--- config.mk ---
export PLATFORM = sky130hd
export DESIGN_NAME = pc_sequencer
export DESIGN_NICKNAME = d
export VERILOG_FILES = /design/src/rtl/pc_sequencer.sv
export SDC_FILE = /design/constraint.sdc
export NUM_CORES = 1
export LEC_CHECK = 0
export CAP_MARGIN = 20
export CORE_MARGIN = 5
export CORE_UTILIZATION = 35
export CTS_BUF_LIST = sky130_fd_sc_hd__clkbuf_16
export DETAILED_ROUTE_END_ITERATION = 8
export GPL_TIMING_DRIVEN = 0
export HOLD_SLACK_MARGIN = 0.12
export PLACE_DENSITY = 0.79
export RECOVER_POWER = 50
export SYNTH_ARGS = -nofsm -noshare
export SYNTH_HDL_FRONTEND = slang
export SYNTH_SLANG_ARGS = --single-unit
--- constraint.sdc ---
create_clock -name clk_i -period 4.6 [get_ports clk_i]
set_clock_uncertainty 0.2 [all_clocks]
set_input_delay 0.46 -clock clk_i [delete_from_list [all_inputs] [get_ports clk_i]]
set_output_delay 0.46 -clock clk_i [all_outputs]
set_load 0.01 [all_outputs]
--- src/rtl/pc_sequencer.sv ---
// Program-counter sequencer.
// Steps a program counter through BOOT -> IDLE -> FETCH -> WAIT -> EXEC, driving the
// counter's load and offset ports, and enters FAULT when memory fails to answer in time.
//
// Parameters:
//   TIMEOUT      - WAIT cycles without mem_ready_i before FAULT (1..255)
//   RESET_VECTOR - address loaded into the program counter at boot
// Ports:
//   clk_i, rst_ni                        - clock, asynchronous active-low reset
//   run_i                                - sequencing enabled while high
//   mem_ready_i                          - fetched instruction available
//   jump_req_i, jump_addr_i, jump_ack_o  - absolute jump request / handshake
//   branch_req_i, branch_offset_i, branch_ack_o - relative branch request / handshake
//   clear_fault_i                        - leaves FAULT towards IDLE
//   load_enable_o, load_value_o          - program counter load port
//   offset_enable_o, offset_o            - program counter offset port
//   fetch_strobe_o                       - one-cycle fetch request
//   instr_count_o                        - retired-instruction count (wraps at 2^16)
//   fault_o, state_o                     - fault flag and current state encoding
module pc_sequencer #(
  parameter int unsigned TIMEOUT      = 15,
  parameter logic [15:0] RESET_VECTOR = 16'h0000
) (
  input  logic        clk_i,
  input  logic        rst_ni,
  input  logic        run_i,
  input  logic        mem_ready_i,
  input  logic        jump_req_i,
  input  logic [15:0] jump_addr_i,
  output logic        jump_ack_o,
  input  logic        branch_req_i,
  input  logic [8:0]  branch_offset_i,
  output logic        branch_ack_o,
  input  logic        clear_fault_i,
  output logic        load_enable_o,
  output logic [15:0] load_value_o,
  output logic        offset_enable_o,
  output logic [8:0]  offset_o,
  output logic        fetch_strobe_o,
  output logic [15:0] instr_count_o,
  output logic        fault_o,
  output logic [2:0]  state_o
);

  typedef enum logic [2:0] {
    StBoot  = 3'd0,
    StIdle  = 3'd1,
    StFetch = 3'd2,
    StWait  = 3'd3,
    StExec  = 3'd4,
    StFault = 3'd5
  } state_e;

  localparam logic [7:0] TimeoutCnt = 8'(TIMEOUT);

  state_e      state_q;
  logic        boot_armed_q;
  logic [7:0]  wait_cnt_q;
  logic [15:0] instr_count_q;

  // Reset parks the FSM in BOOT with every output low. The first edge after release arms
  // BOOT, so the reset-vector load is presented for exactly one full cycle afterwards.
  always_ff @(posedge clk_i or negedge rst_ni) begin
    if (!rst_ni) begin
      state_q       <= StBoot;
      boot_armed_q  <= 1'b0;
      wait_cnt_q    <= 8'd0;
      instr_count_q <= 16'd0;
    end else begin
      case (state_q)
        StBoot: begin
          if (!boot_armed_q) begin
            boot_armed_q <= 1'b1;
          end else begin
            state_q <= StIdle;
          end
        end
        StIdle: begin
          if (run_i) state_q <= StFetch;
        end
        StFetch: begin
          wait_cnt_q <= 8'd0;
          state_q    <= StWait;
        end
        StWait: begin
          // Ready wins even in the cycle that would otherwise time out.
          if (mem_ready_i) begin
            state_q <= StExec;
          end else begin
            wait_cnt_q <= wait_cnt_q + 8'd1;
            if (wait_cnt_q + 8'd1 == TimeoutCnt) state_q <= StFault;
          end
        end
        StExec: begin
          instr_count_q <= instr_count_q + 16'd1;
          state_q       <= run_i ? StFetch : StIdle;
        end
        StFault: begin
          if (clear_fault_i) state_q <= StIdle;
        end
        default: state_q <= StBoot;
      endcase
    end
  end

  // Outputs decode the registered state; only the EXEC port selection looks at requests.
  always_comb begin
    load_enable_o   = 1'b0;
    load_value_o    = 16'd0;
    offset_enable_o = 1'b0;
    offset_o        = 9'd0;
    jump_ack_o      = 1'b0;
    branch_ack_o    = 1'b0;
    fetch_strobe_o  = 1'b0;
    fault_o         = 1'b0;
    case (state_q)
      StBoot: begin
        if (boot_armed_q) begin
          load_enable_o = 1'b1;
          load_value_o  = RESET_VECTOR;
        end
      end
      StFetch: fetch_strobe_o = 1'b1;
      StExec: begin
        // Jump has priority; an unserved branch stays pending for a later EXEC.
        if (jump_req_i) begin
          load_enable_o = 1'b1;
          load_value_o  = jump_addr_i;
          jump_ack_o    = 1'b1;
        end else if (branch_req_i) begin
          offset_enable_o = 1'b1;
          offset_o        = branch_offset_i;
          branch_ack_o    = 1'b1;
        end else begin
          offset_enable_o = 1'b1;
          offset_o        = 9'd1;
        end
      end
      StFault: fault_o = 1'b1;
      default: ;
    endcase
  end

  assign instr_count_o = instr_count_q;
  assign state_o       = state_q;

endmodule

==> impl_results.md, run 1 <==
- Die Ht: 78.7 um
- Initial core utilization: 35.5%
- Synth area leaders: dfrtp_1 (42%), and3_1 (11%), xnor2_1 (5.8%)
- Most used DFF post-synth: dfrtp_1
- Post-synthesis register bit count: 28
- Fin. Hold Viols: 0
- First-pass DRT Iterations: 4
- Worst Hold Class: reg2reg
- Syn Nets: 212
- Pleak: 1.18 nW
- Cell Pwr Density: 343 nW/um2
- Synth warnings: 0
- Initial antenna violation count: 0
- GP Congestion: 0.821
- Cts hold-fix bufs: 0
- Unrepaired setup endpoints after global routing: false
- Final Util: 55.9%
- Die Wd: between 70 and 80 um
- Num rows: 25
- Clock transition at the registers of the reported paths: around 0.070 ns
- Die area: 6200 um2
- Cell mode on critical path: clkbuf_1
- Number of diodes: 0
- Post-synth top area cell: dfrtp_1
- CTS tree: built
- Crit path DAT: 2.70 ns
- Hpwl dp: between 3 and 4 mm
- Vias in the first global route: between 1500 and 2000
- Maximum clock rate: just under 300 MHz
- Fin crit share: 73.0%
- Status: finished clean
- Buffers & Inverters on Critical Path: 3
- Dpl cells: 313
- Netlist cell types: 40
- Final nets: roughly 300
- Wire length per cell: ~14 um
- Top cells by instance count after synthesis: and3_1 (29), dfrtp_1 (28), nand2_1 (13)
- Worst setup EP type: primary output
- Critical Path Max Stage Delay: 0.58 ns
- Setup crit start: state_o[2]
- CTS resizes: 0
- Number of I/O pins: 82
- Rel. slew slack: 34.8%
- Synth async-reset ratio: 100%
- MaxCap Viol Count: 0
- Critical Path Fanout Max: 10
- CP Class: reg2out
- GRT Total Usage: 14.3%
- Syn Inst Count: ~180
- Slew Viols, Final: 0
- Worst reg2reg path startpoint: state_o[2]
- Cell family with most CP delay: buffers and inverters
- Final Non-Filler Cells: 317
- Core Area: 4660 um2
- Post-synth EDFFs: 0
- Worst-Skew Late Latency: approximately 0.26 ns
- Global-route wire length before repair: 7.30 mm
- Root Buffer: clkbuf_16
- Setup bufs post-CTS: 0
- Sequential share of the synthesized area: 42.4%
- Startpoint type of the worst setup path: register
- Slew @ Worst Pin: 0.978 ns
- Final wirelength: 4.48 mm
- Post-DR vias/cell: 5.08
- ANT nets after route: 0
- DRT iter0 DRCs: slightly above 50
- Share of the synthesized area in the top cell type: 42.4%
- Vias: 1611
- Clock sinks: 28
- H-Tree Depth: 1
- Setup TNS: 0 ns
- Cells along the critical path: clkbuf_1 -> nor3b_1 -> clkbuf_1 -> and3_1 -> clkdlybuf4s50_1
- Synth Cell Area: 1650 um2
- # fillers: 432
- HP Start: instr_count_o[15]
- Largest net degree at the start of global routing: 19
- Max Root-Sink Buffers: 2
- Grt ovf: 0
- Maximum vdd drop: 0.000287 V
- Area Overhead vs Synth: 57.8%
- Final setup fails: 0
- Count leader, synth: and3_1
- Residual DRC: 0
- # port buffers: just over 80
- Mapped Avg Cell Area: between 9 and 10 um2
- CP required: 3.94 ns
- CP max-delay cell: nor3b_1
- Share of cells above drive strength 1: 3.80%
- Num CTS Buffers: 3
- Min cycle time layout: 3.36 ns
[cells by family after synthesis]
group                    synth area share [%]
multiplexers                            0.606
flip-flops                               42.4
AO/OA/AOI/OAI                            11.3
XOR/XNOR                                 7.95
buffers and inverters                    3.18
adder cells (fa/ha/maj)                  2.27
AND/OR/NAND/NOR                          32.3
[path summary, 6_finish.rpt]
kind	end	slack (ns)	cells past startpoint
min in group asynchronous	instr_count_o[15]	0.40	1
hold / removal	instr_count_o[15]	0.28	1
max in group asynchronous	wait_cnt_q[5]	2.54	2
hold reg to reg	instr_count_o[15]	0.28	1
setup / recovery	load_value_o[6]	1.24	5
setup reg to reg	instr_count_o[12]	2.26	5
[metal layers]
| metal | vias up | share of wire (%) | GRT usage [%] |
|---|---|---|---|
| met3 | 6 | 3.2 | 2.83 |
| met2 | 37 | 51 | 24.1 |
| met5 | - | 0 | 0 |
| li1 | 806 | - | - |
| met4 | 0 | 1.8 | 4.20 |
| met1 | 762 | 44 | 18.6 |
[placed cells by master, fill, tap and decap left out, types with 6 or more instances in the layout]
master	n
and3_1	29
clkbuf_1	8
clkdlybuf4s50_1	72
dfrtp_1	28
dlygate4sd3_1	9
nand2_1	13
nand4_1	6
nor2_1	10
nor3_1	8
o21ai_0	10
xnor2_1	11
[report_power, final]
group / total, mW / internal [mW] / switching [mW] / leakage [nW]
Clock: 0.251 / 0.173 / 0.0782 / 0.0511
Sequential: 0.322 / 0.278 / 0.0442 / 0.376
Combinational: 0.322 / 0.165 / 0.157 / 0.752
[flip-flops by register name (all words and copies together), names as in the netlist]
register / count
instr_count_o: 16
state_o: 3
boot_armed_q: 1
wait_cnt_q: 8
[stage by stage]
step           area (um2)  setup WS, ns  power [mW]  hold WS (ns)
2_1_floorplan        1650          2.56       0.504       -0.0356
3_3_place_gp         2530          1.61       0.655         0.260
6_report             2610          1.24       0.895         0.283
4_1_cts              2660          1.60       0.921         0.295
5_1_grt              2610         0.882       0.965         0.310
3_5_place_dp         2560          1.61       0.665         0.281
[area by class of cell]
class | instances | area [um2] | share of cell area, %
clock inverter | 1 | 30.0 | 1.15
tap | 54 | 67.6 | 2.59
multi-input combinational | 137 | 872 | 33.4
timing repair buffer | 82 | 815 | 31.2
clock buffer | 3 | 75.1 | 2.88
inverter | 3 | 11.3 | 0.432
buffer | 9 | 36.3 | 1.39
sequential | 28 | 701 | 26.9
[worst reg2reg max path, cell delays in order (launching register included)]
cell and delay, ns:
dfrtp_1 0.38, clkbuf_1 0.33, nor3b_1 0.58, nand4_1 0.34, nor3_1 0.27, xor2_1 0.17
Power figures use the tool's default switching activity.
==> inputs of run 2 (changes only) <==
Clock period 4.6 ns to 3.3 ns, I/O delays scaled along.
==> run 2 against run 1 <==
Wire length grew 0.22%. Highest routed layer unchanged. Global-route usage unchanged. Critical path depth is the same. Worst setup slack got worse by 0.71 ns. Register-to-register slack lost 0.79 ns.
==> impl_results.md, run 2 (synthesis results as in run 1) <==
- Final setup fails: 0
- Startpoint type of the worst setup path: input pin
- Rel. slew slack: 35.4%
- Area Overhead vs Synth: 59.3%
- Reg area: 701 um2
- Fin. Hold Viols: 0
- Largest net degree at the start of global routing: 19
- Final wirelength: 4.49 mm
- Wire length per cell: between 10 and 15 um
- Most common cell after layout, fill and taps aside: clkdlybuf4s50_1
- MaxCap Viol Count: 0
- Status: finished clean
- Setup bufs post-CTS: 0
- Clock sinks: 28
- Hpwl dp: 3.55 mm
- Worst Hold Class: in2async
- Number of I/O pins: 82
- Final nets: 299
- Cts hold-fix bufs: 0
- GP Congestion: between 0.8 and 0.9
- Fin crit share: between 80% and 90%
- Most frequent cells in the layout: clkdlybuf4s50_1 (66), and3_1 (29), dfrtp_1 (28), dlygate4sd3_1 (15), nand2_1 (13)
- Cells along the critical path: clkdlybuf4s50_1 -> clkbuf_1 -> clkbuf_1 -> and3_1 -> clkdlybuf4s50_1
- Setup WS post-layout: ~0.53 ns
- Final Non-Filler Cells: 317
- Maximum vdd drop: 0.000405 V
- Maximum clock rate: 361 MHz
- Vias in the first global route: 1568
- Die Ht: 78.7 um
- Num rows: 25
- Die area: 6200 um2
- Share of cells above drive strength 1: 5.32%
- Crit path DAT: about 2.2 ns
- H-Tree Depth: 1
- Worst setup EP type: primary output
- CP required: between 2 and 3 ns
- Final instance area: 2630 um2
- First-pass DRT Iterations: 4
- Residual DRC: 0
- CTS tree: built
- Slew @ Worst Pin: 0.969 ns
- DRT iter0 DRCs: 39
- Num CTS Buffers: 3
- Global-route wire length before repair: around 7.3 mm
- Critical Path Fanout Max: 10
- Min cycle time layout: 2.77 ns
- CP max-delay cell: clkdlybuf4s50_1
- Max Root-Sink Buffers: 2
- Area after DPL: 2560 um2
- Initial core utilization: a little over a third
- Vias: around 1600
- Post-DR vias/cell: ~5.1
- Die Wd: 78.7 um
- Number of diodes: 0
- Critical Path Max Stage Delay: between 0.5 and 0.6 ns
- Unrepaired setup endpoints after global routing: false
- Core Area: ~4700 um2
- # port buffers: around 80
- ANT nets after route: 0
- Dpl cells: 313
- GRT Total Usage: 14.3%
- CP Class: in2out
- Slew Viols, Final: 0
- CTS resizes: 0
- Grt ovf: 0
- Pleak: 1.21 nW
- Max reg flops: 16
- Multi-input gate area: 893 um2
- Pre-CTS worst setup slack: 0.567 ns
- Clock transition at the registers of the reported paths: 0.07 ns
- Root Buffer: clkbuf_16
- Initial antenna violation count: 0
- # fillers: 428
- Setup TNS: 0 ns
- Worst-Skew Late Latency: 0.26 ns
- Cell Pwr Density: 477 nW/um2
-- run 2: changes by cell type in the layout (fill, tap and decap cells not counted), sizes merged --
cell / before / now
dlygate4sd3: 9 / 15
clkbuf: 11 / 10
buf: 2 / 3
clkdlybuf4s50: 72 / 66
-- run 2: area by class of cell --
class,count,area share (%)
Multi-Input combinational cell,137,33.9
Timing Repair Buffer,82,30.9
Sequential cell,28,26.6
Clock buffer,3,2.85
Tap cell,54,2.57
Buffer,9,1.52
Clock inverter,1,1.14
Inverter,3,0.428
-- run 2: metal layers --
metal | global-route usage [%] | vias up | share of wire, %
met5 | 0 | - | 0
met4 | 4.20 | 0 | 1.8
met3 | 2.83 | 6 | 3.0
met2 | 24.1 | 31 | 52
met1 | 18.6 | 768 | 43
li1 | - | 812 | -
-- run 2: path summary, 6_finish.rpt --
path,startpoint,endpoint,slack [ns],depth (start not counted)
max reg2reg,state_o[2],instr_count_o[12],1.47,5
min in group clk_i,instr_count_o[15],instr_count_o[15],0.28,1
min,rst_ni,instr_count_o[15],0.27,1
max,jump_req_i,load_value_o[9],0.53,5
min reg2reg,instr_count_o[15],instr_count_o[15],0.28,1
max in group asynchronous,rst_ni,wait_cnt_q[5],1.38,2
-- run 2: where the power goes --
part | internal (mW) | leakage (nW) | switching, mW | total [mW]
Combinational | 0.232 | 0.778 | 0.219 | 0.452
Clock | 0.241 | 0.0511 | 0.109 | 0.350
Sequential | 0.387 | 0.376 | 0.0674 | 0.454
Total | 0.861 | 1.21 | 0.396 | 1.26
-- run 2: critical path: cells and delay by family --
kind                   cells  cell delay [ns]
buffers and inverters      4             1.68
AND/OR/NAND/NOR            1             0.23
-- run 2: per-stage QoR --
step,utilization [%],hold slack (ns),power (mW)
global route,56.5,0.310,1.35
finish,56.5,0.271,1.26
global placement,54.3,0.260,0.913
floorplan,-,-0.166,0.703
CTS,57.2,0.277,1.28
detailed placement,54.9,0.281,0.928
